### config.mk
export PLATFORM = sky130hd
export DESIGN_NAME = alu_wb_buffer
export DESIGN_NICKNAME = d
export VERILOG_FILES = /design/src/rtl/alu_wb_buffer.sv
export SDC_FILE = /design/constraint.sdc
export NUM_CORES = 1
export LEC_CHECK = 0
export CAP_MARGIN = 20
export CORE_MARGIN = 8
export CORE_UTILIZATION = 42
export DETAILED_ROUTE_END_ITERATION = 8
export HOLD_SLACK_MARGIN = 0.06
export PLACE_DENSITY = 0.77
export SYNTH_ARGS = -nofsm -noshare
export SYNTH_HDL_FRONTEND = slang
export SYNTH_SLANG_ARGS = --single-unit
### constraint.sdc
create_clock -name clk_i -period 3.7 [get_ports clk_i]
set_clock_uncertainty 0.05 [all_clocks]
set_input_delay 0.555 -clock clk_i [delete_from_list [all_inputs] [get_ports clk_i]]
set_output_delay 0.555 -clock clk_i [all_outputs]
set_load 0.02 [all_outputs]
### src/rtl/alu_wb_buffer.sv
// ALU result buffer: small in-order FIFO between the ALU and the writeback
// arbiter. It holds the result, branch flag and transaction ID of each entry
// and presents the oldest entry over a valid/ready handshake. A flush clears it.
module alu_wb_buffer #(
  parameter int unsigned XLEN          = 64,
  parameter int unsigned TRANS_ID_BITS = 3,
  parameter int unsigned DEPTH         = 2
) (
  input  logic                       clk_i,
  input  logic                       rst_ni,
  input  logic                       flush_i,
  input  logic                       alu_valid_i,
  output logic                       alu_ready_o,
  input  logic [TRANS_ID_BITS-1:0]   alu_trans_id_i,
  input  logic [XLEN-1:0]            alu_result_i,
  input  logic                       alu_branch_res_i,
  output logic                       wb_valid_o,
  input  logic                       wb_ready_i,
  output logic [TRANS_ID_BITS-1:0]   wb_trans_id_o,
  output logic [XLEN-1:0]            wb_result_o,
  output logic                       wb_branch_res_o,
  output logic [$clog2(DEPTH):0]     count_o
);
  localparam int unsigned PW = $clog2(DEPTH);
  localparam int unsigned CW = PW + 1;

  logic [DEPTH-1:0][XLEN-1:0]          res_q;
  logic [DEPTH-1:0][TRANS_ID_BITS-1:0] id_q;
  logic [DEPTH-1:0]                    br_q;
  logic [PW-1:0]                       rd_ptr_q, rd_ptr_d;
  logic [PW-1:0]                       wr_ptr_q, wr_ptr_d;
  logic [CW-1:0]                       count_q, count_d;
  logic                                push, pop;

  // Accept only from registered occupancy; wb_ready_i never reaches alu_ready_o.
  assign alu_ready_o = (count_q != CW'(DEPTH)) & ~flush_i;
  assign wb_valid_o  = (count_q != '0);
  assign push        = alu_valid_i & alu_ready_o;
  assign pop         = wb_valid_o & wb_ready_i;
  assign count_o     = count_q;

  // Head entry drives writeback; zeroed when the buffer is empty.
  always_comb begin
    wb_trans_id_o   = '0;
    wb_result_o     = '0;
    wb_branch_res_o = 1'b0;
    if (wb_valid_o) begin
      wb_trans_id_o   = id_q[rd_ptr_q];
      wb_result_o     = res_q[rd_ptr_q];
      wb_branch_res_o = br_q[rd_ptr_q];
    end
  end

  // Pointer/occupancy next state; a flush overrides any push or pop.
  always_comb begin
    rd_ptr_d = rd_ptr_q;
    wr_ptr_d = wr_ptr_q;
    count_d  = count_q;
    if (flush_i) begin
      rd_ptr_d = '0;
      wr_ptr_d = '0;
      count_d  = '0;
    end else begin
      if (push) wr_ptr_d = wr_ptr_q + PW'(1);
      if (pop)  rd_ptr_d = rd_ptr_q + PW'(1);
      count_d = count_q + CW'(push) - CW'(pop);
    end
  end

  // Control state registers.
  always_ff @(posedge clk_i or negedge rst_ni) begin
    if (!rst_ni) begin
      rd_ptr_q <= '0;
      wr_ptr_q <= '0;
      count_q  <= '0;
    end else begin
      rd_ptr_q <= rd_ptr_d;
      wr_ptr_q <= wr_ptr_d;
      count_q  <= count_d;
    end
  end

  // Entry storage; written at the tail on an accepted push.
  always_ff @(posedge clk_i or negedge rst_ni) begin
    if (!rst_ni) begin
      res_q <= '0;
      id_q  <= '0;
      br_q  <= '0;
    end else if (push) begin
      res_q[wr_ptr_q] <= alu_result_i;
      id_q[wr_ptr_q]  <= alu_trans_id_i;
      br_q[wr_ptr_q]  <= alu_branch_res_i;
    end
  end

endmodule

# Word level (Yosys, flattened, before mapping)
# Index checks and enable logic that the tools add are counted.
# op_classes
eq_ne	1
n_reduce_logical	4
order_cmp	3
add_sub_neg	4
n_mux	23
bitwise	4
# ops
cell	n
64-bit 2-to-1 mux	4
128-bit bitwise mux	1
64-bit demux with 1-bit select	1
3-bit 2-to-1 mux	4
1-bit 2-to-1 mux	8
6-bit bitwise mux	1
2-bit nonzero test	3
1-bit by 2-bit < comparator with 1-bit output (second input constant)	2
1-bit AND	3
3-bit demux with 1-bit select	1
1-bit adder (second input constant)	2
2-bit by 1-bit adder with 2-bit output	1
2-bit bitwise mux	1
2-bit 2-to-1 mux	1
2-bit != test (second input constant)	1
2-bit by 1-bit subtractor with 2-bit output	1
1-bit demux with 1-bit select	1
1-bit greater-or-equal comparator (second input constant)	1
1-bit logical AND	1
1-bit inverter	1
# totals
reg_bits	140
elab_cells	47
out_inout_bits	72
input_bits	73

# Logic depth before layout (Yosys ltp)
# depth
ltp_word	6
ltp_mapped	9
depth_no_buf	9

# Worst setup path after synthesis
# No wires, ideal clock.
# synth_path
kind	register -> output
start	register count_q[0], in the netlist count_o[0]
end	output wb_result_o[37]
path_slack_ns	1.591
path_buffers	2
required_time_ns	3.095
t_arrival_ns	1.504
stages_incl_launch_ff	5
cell_sequence	dfrtp_1 nor2_1 clkbuf_1 buf_1 nor2_1
# synth_via
elab_chain_cells	2
# synth_lines
item	line	source
start: declaration	32	logic [CW-1:0] count_q, count_d;
start signal: assignment	79	count_q <= count_d;
2-bit nonzero test	37	assign wb_valid_o = (count_q != '0);
64-bit 2-to-1 mux	47	if (wb_valid_o) begin
end: declaration	20	output logic [XLEN-1:0] wb_result_o,
# No other way between the ends.

# Worst setup path in the final report
# layout_path
start	register rd_ptr_q
end	output wb_result_o[15]
# layout_via
elab_chain_cells	3
# layout_lines
item	line	source
start: declaration	30	logic [PW-1:0] rd_ptr_q, rd_ptr_d;
start signal: assignment	77	rd_ptr_q <= rd_ptr_d;
64-bit 2-to-1 mux (not written as such) (2 in a row)	49	wb_result_o = res_q[rd_ptr_q];
64-bit 2-to-1 mux	47	
# No other way between the ends. The select of a mux whose other input is x is not followed.

==> reports/summary.txt <==
ratio of cells with drive above 1 in the final layout: 29.0%
IO Count: 145
Final HPWL DP: 9650 um
min Tclk post-route: 3.04 ns
CP Capture Type: output port
FP Rows: 45
fin. max-slew vios: 0
Synth top area share: 55.2%
Slowest cell on crit path: dfrtp_4
worst path cell trace: buf_4, mux2i_1, nor2_1, clkdlybuf4s50_1
outcome: finished clean
Worst Path Class, Setup: reg2out
core area: 15000 um2
pwr/cell area: 938 nW/um2
Clk pin slew, worst setup/hold paths: 0.06 ns
YS warnings: 0
final wirelength: 14300 um
power after layout: 8.05 mW
Initial Util: 42.4%
share of the yosys chip area belonging to registers: 55.2%
max_slew headroom: 27.3%
ant diodes: 0
design area: 8580 um2
Hold Path Class: in2async
vias: 4107
R2R Path End: res_q[66]$_DFFE_PN0P_
layout filler cell count: 1211
Root Driver: clkbuf_16
setup TNS: 0 ns
worst endpoint required time: 3.09 ns
EDFF count, synth: 0
final net count: 682
Avg Cell Area, Syn: 13.7 um2
Yosys top cell by area: dfrtp_1
Clock Latency Late Sink: 0.41 ns
# setup viols final: 0
actual slew at the worst max-slew pin: 1.09 ns
Synth area leaders: dfrtp_1 (55%), mux2_2 (21%), mux2i_1 (11%), mux2_4 (4.7%), nor2_1 (4.3%)
CTS resizes: 0
Async SR Flop Fraction: 100%
Mapped Nets: 540
first-pass GRT wire length: 24200 um
Max Freq: 329 MHz
Layout area overhead: 35.1%
vias in the first global route: 4670
initial antenna violation count: 1
pin count of the biggest net entering global routing: 106
CTS tree: yes
Port Buffers: 144
Lkg Pwr: 3.59 nW
residual DRC count: 0
DRT iter0 DRCs: 167
Post-Syn Instances: 465
worst-path maximum fanout: 30
fin crit share: 82.1%
nature of the critical path startpoint: flop
peak supply drop: 0.484 mV
final hold viol count: 0
Post-synth top cells: dfrtp_1 (140), mux2_2 (116), nor2_1 (72)
CTS max path bufs: 2
top_reg_cell synth: dfrtp_1
GRT overflow: 0
Routed Antenna Nets: 0
CTS Hold Bufs: 0
register area: 3510 um2
DP Cell Count: 776
Multi-input gate area: 2700 um2
post-CTS setup buffer count: 0
Synth Register Bits: 140
RSZ-0062 raised after global routing: no
Avg WL per Cell: 17.8 um
RR Startpoint: count_o[1]$_DFF_PN0_
GPL Wtd Cong: 0.725
CP peak stage delay: 0.77 ns
worst hold slack: 0.195 ns
critical path arrival: 2.43 ns
Cell variety after synth: 22
via/cell ratio: 5.08
Max Cap Viol: 0
DRT Pass-1 Iters: 4
CTS buffer count: 17
FF-to-FF setup slack: 1.43 ns
Die Y: 139 um
Mapped Area: 6350 um2
H-tree Lvls: 4
FF-to-FF path depth: 3
CTS Sinks: 140
Die Span X: 139 um
most frequent cell after synthesis: dfrtp_1
die area: 19300 um2
All-Layer GR Usage: 15.5%
fin cells: 808
Placed Area: 7980 um2
[through the flow]
stage / setup WS, ns / utilization, %
after global routing: 0.498 / 57.3
after detailed placement: 0.839 / 53.3
after global placement: 0.872 / 53.3
after CTS: 0.620 / 57.3
final: 0.664 / 57.3
after floorplan: 1.59 / -
[flip-flops by register name (all words and copies together) (netlist names)]
register,flops
rd_ptr_q,1
br_q,2
id_q,6
res_q,128
count_o,2
wr_ptr_q,1
[cell families after synthesis]
| family | Yosys count | share of synthesized area (%) |
|---|---|---|
| compound gates | 2 | 0.197 |
| xor+xnor | 2 | 0.276 |
| flops | 140 | 55.2 |
| fa+ha+maj | 2 | 0.394 |
| mux | 204 | 36.0 |
| simple gates | 80 | 5.26 |
| buf+inv | 35 | 2.68 |
[worst max path at each step]
stage                          from               endpoint  slack (ns)  cells past startpoint
3_3_place_gp                flush_i  res_q[68]$_DFFE_PN0P_        0.87                      3
5_1_grt        rd_ptr_q$_DFFE_PN0P_        wb_result_o[10]        0.50                      4
6_report       rd_ptr_q$_DFFE_PN0P_        wb_result_o[15]        0.66                      4
2_1_floorplan  count_o[0]$_DFF_PN0_        wb_result_o[37]        1.59                      4
4_1_cts        rd_ptr_q$_DFFE_PN0P_        wb_result_o[15]        0.62                      4
3_5_place_dp                flush_i  res_q[73]$_DFFE_PN0P_        0.84                      3
[routing by layer]
metal / up-vias / track usage [%] / wire [um]
met3: 19 / 6.27 / 1030
met2: 112 / 24.1 / 6620
met5: - / 0 / 13
met4: 2 / 5.60 / 218
met1: 2085 / 19.0 / 6470
li1: 1889 / - / -
[power breakdown]
part           switching (mW)  leakage, nW  internal (mW)
Combinational            1.65         1.64           1.90
Clock                   0.660        0.277           1.07
Sequential              0.474         1.67           2.30
Total                    2.78         3.59           5.27
[placed cells by master, fill, tap and decap left out, drive strengths merged]
| cell | netlist | routed |
|---|---|---|
| and2 | 1 | 1 |
| buf | 17 | 10 |
| bufinv | 0 | 3 |
| clkbuf | 13 | 20 |
| clkdlybuf4s50 | 0 | 143 |
| clkinv | 0 | 3 |
| clkinvlp | 0 | 4 |
| dfrtp | 140 | 140 |
| ha | 2 | 2 |
| inv | 5 | 7 |
| mux2 | 136 | 136 |
| mux2i | 68 | 68 |
| nand2 | 1 | 1 |
| nand2b | 1 | 1 |
| nor2 | 72 | 72 |
| nor2b | 2 | 2 |
| nor3 | 1 | 1 |
| nor4 | 1 | 1 |
| o211ai | 1 | 1 |
| o21ai | 1 | 1 |
| or4b | 1 | 1 |
| xor2 | 2 | 2 |
[worst max-delay path, delay by kind of cell, from the launching register on]
kind          cells  cell delay [ns]
buf+inv           2             0.99
simple gates      1             0.13
flops             1             0.77
mux               1             0.11
[area by class of cell]
cell class | instances | area share [%]
Clock buffer | 20 | 5.09
Clock inverter | 12 | 1.91
Inverter | 5 | 0.219
Multi-Input combinational cell | 290 | 31.4
Sequential cell | 140 | 40.9
Tap cell | 188 | 2.74
Timing Repair Buffer | 153 | 17.7
Note: power is estimated with default switching activity, not from simulation.
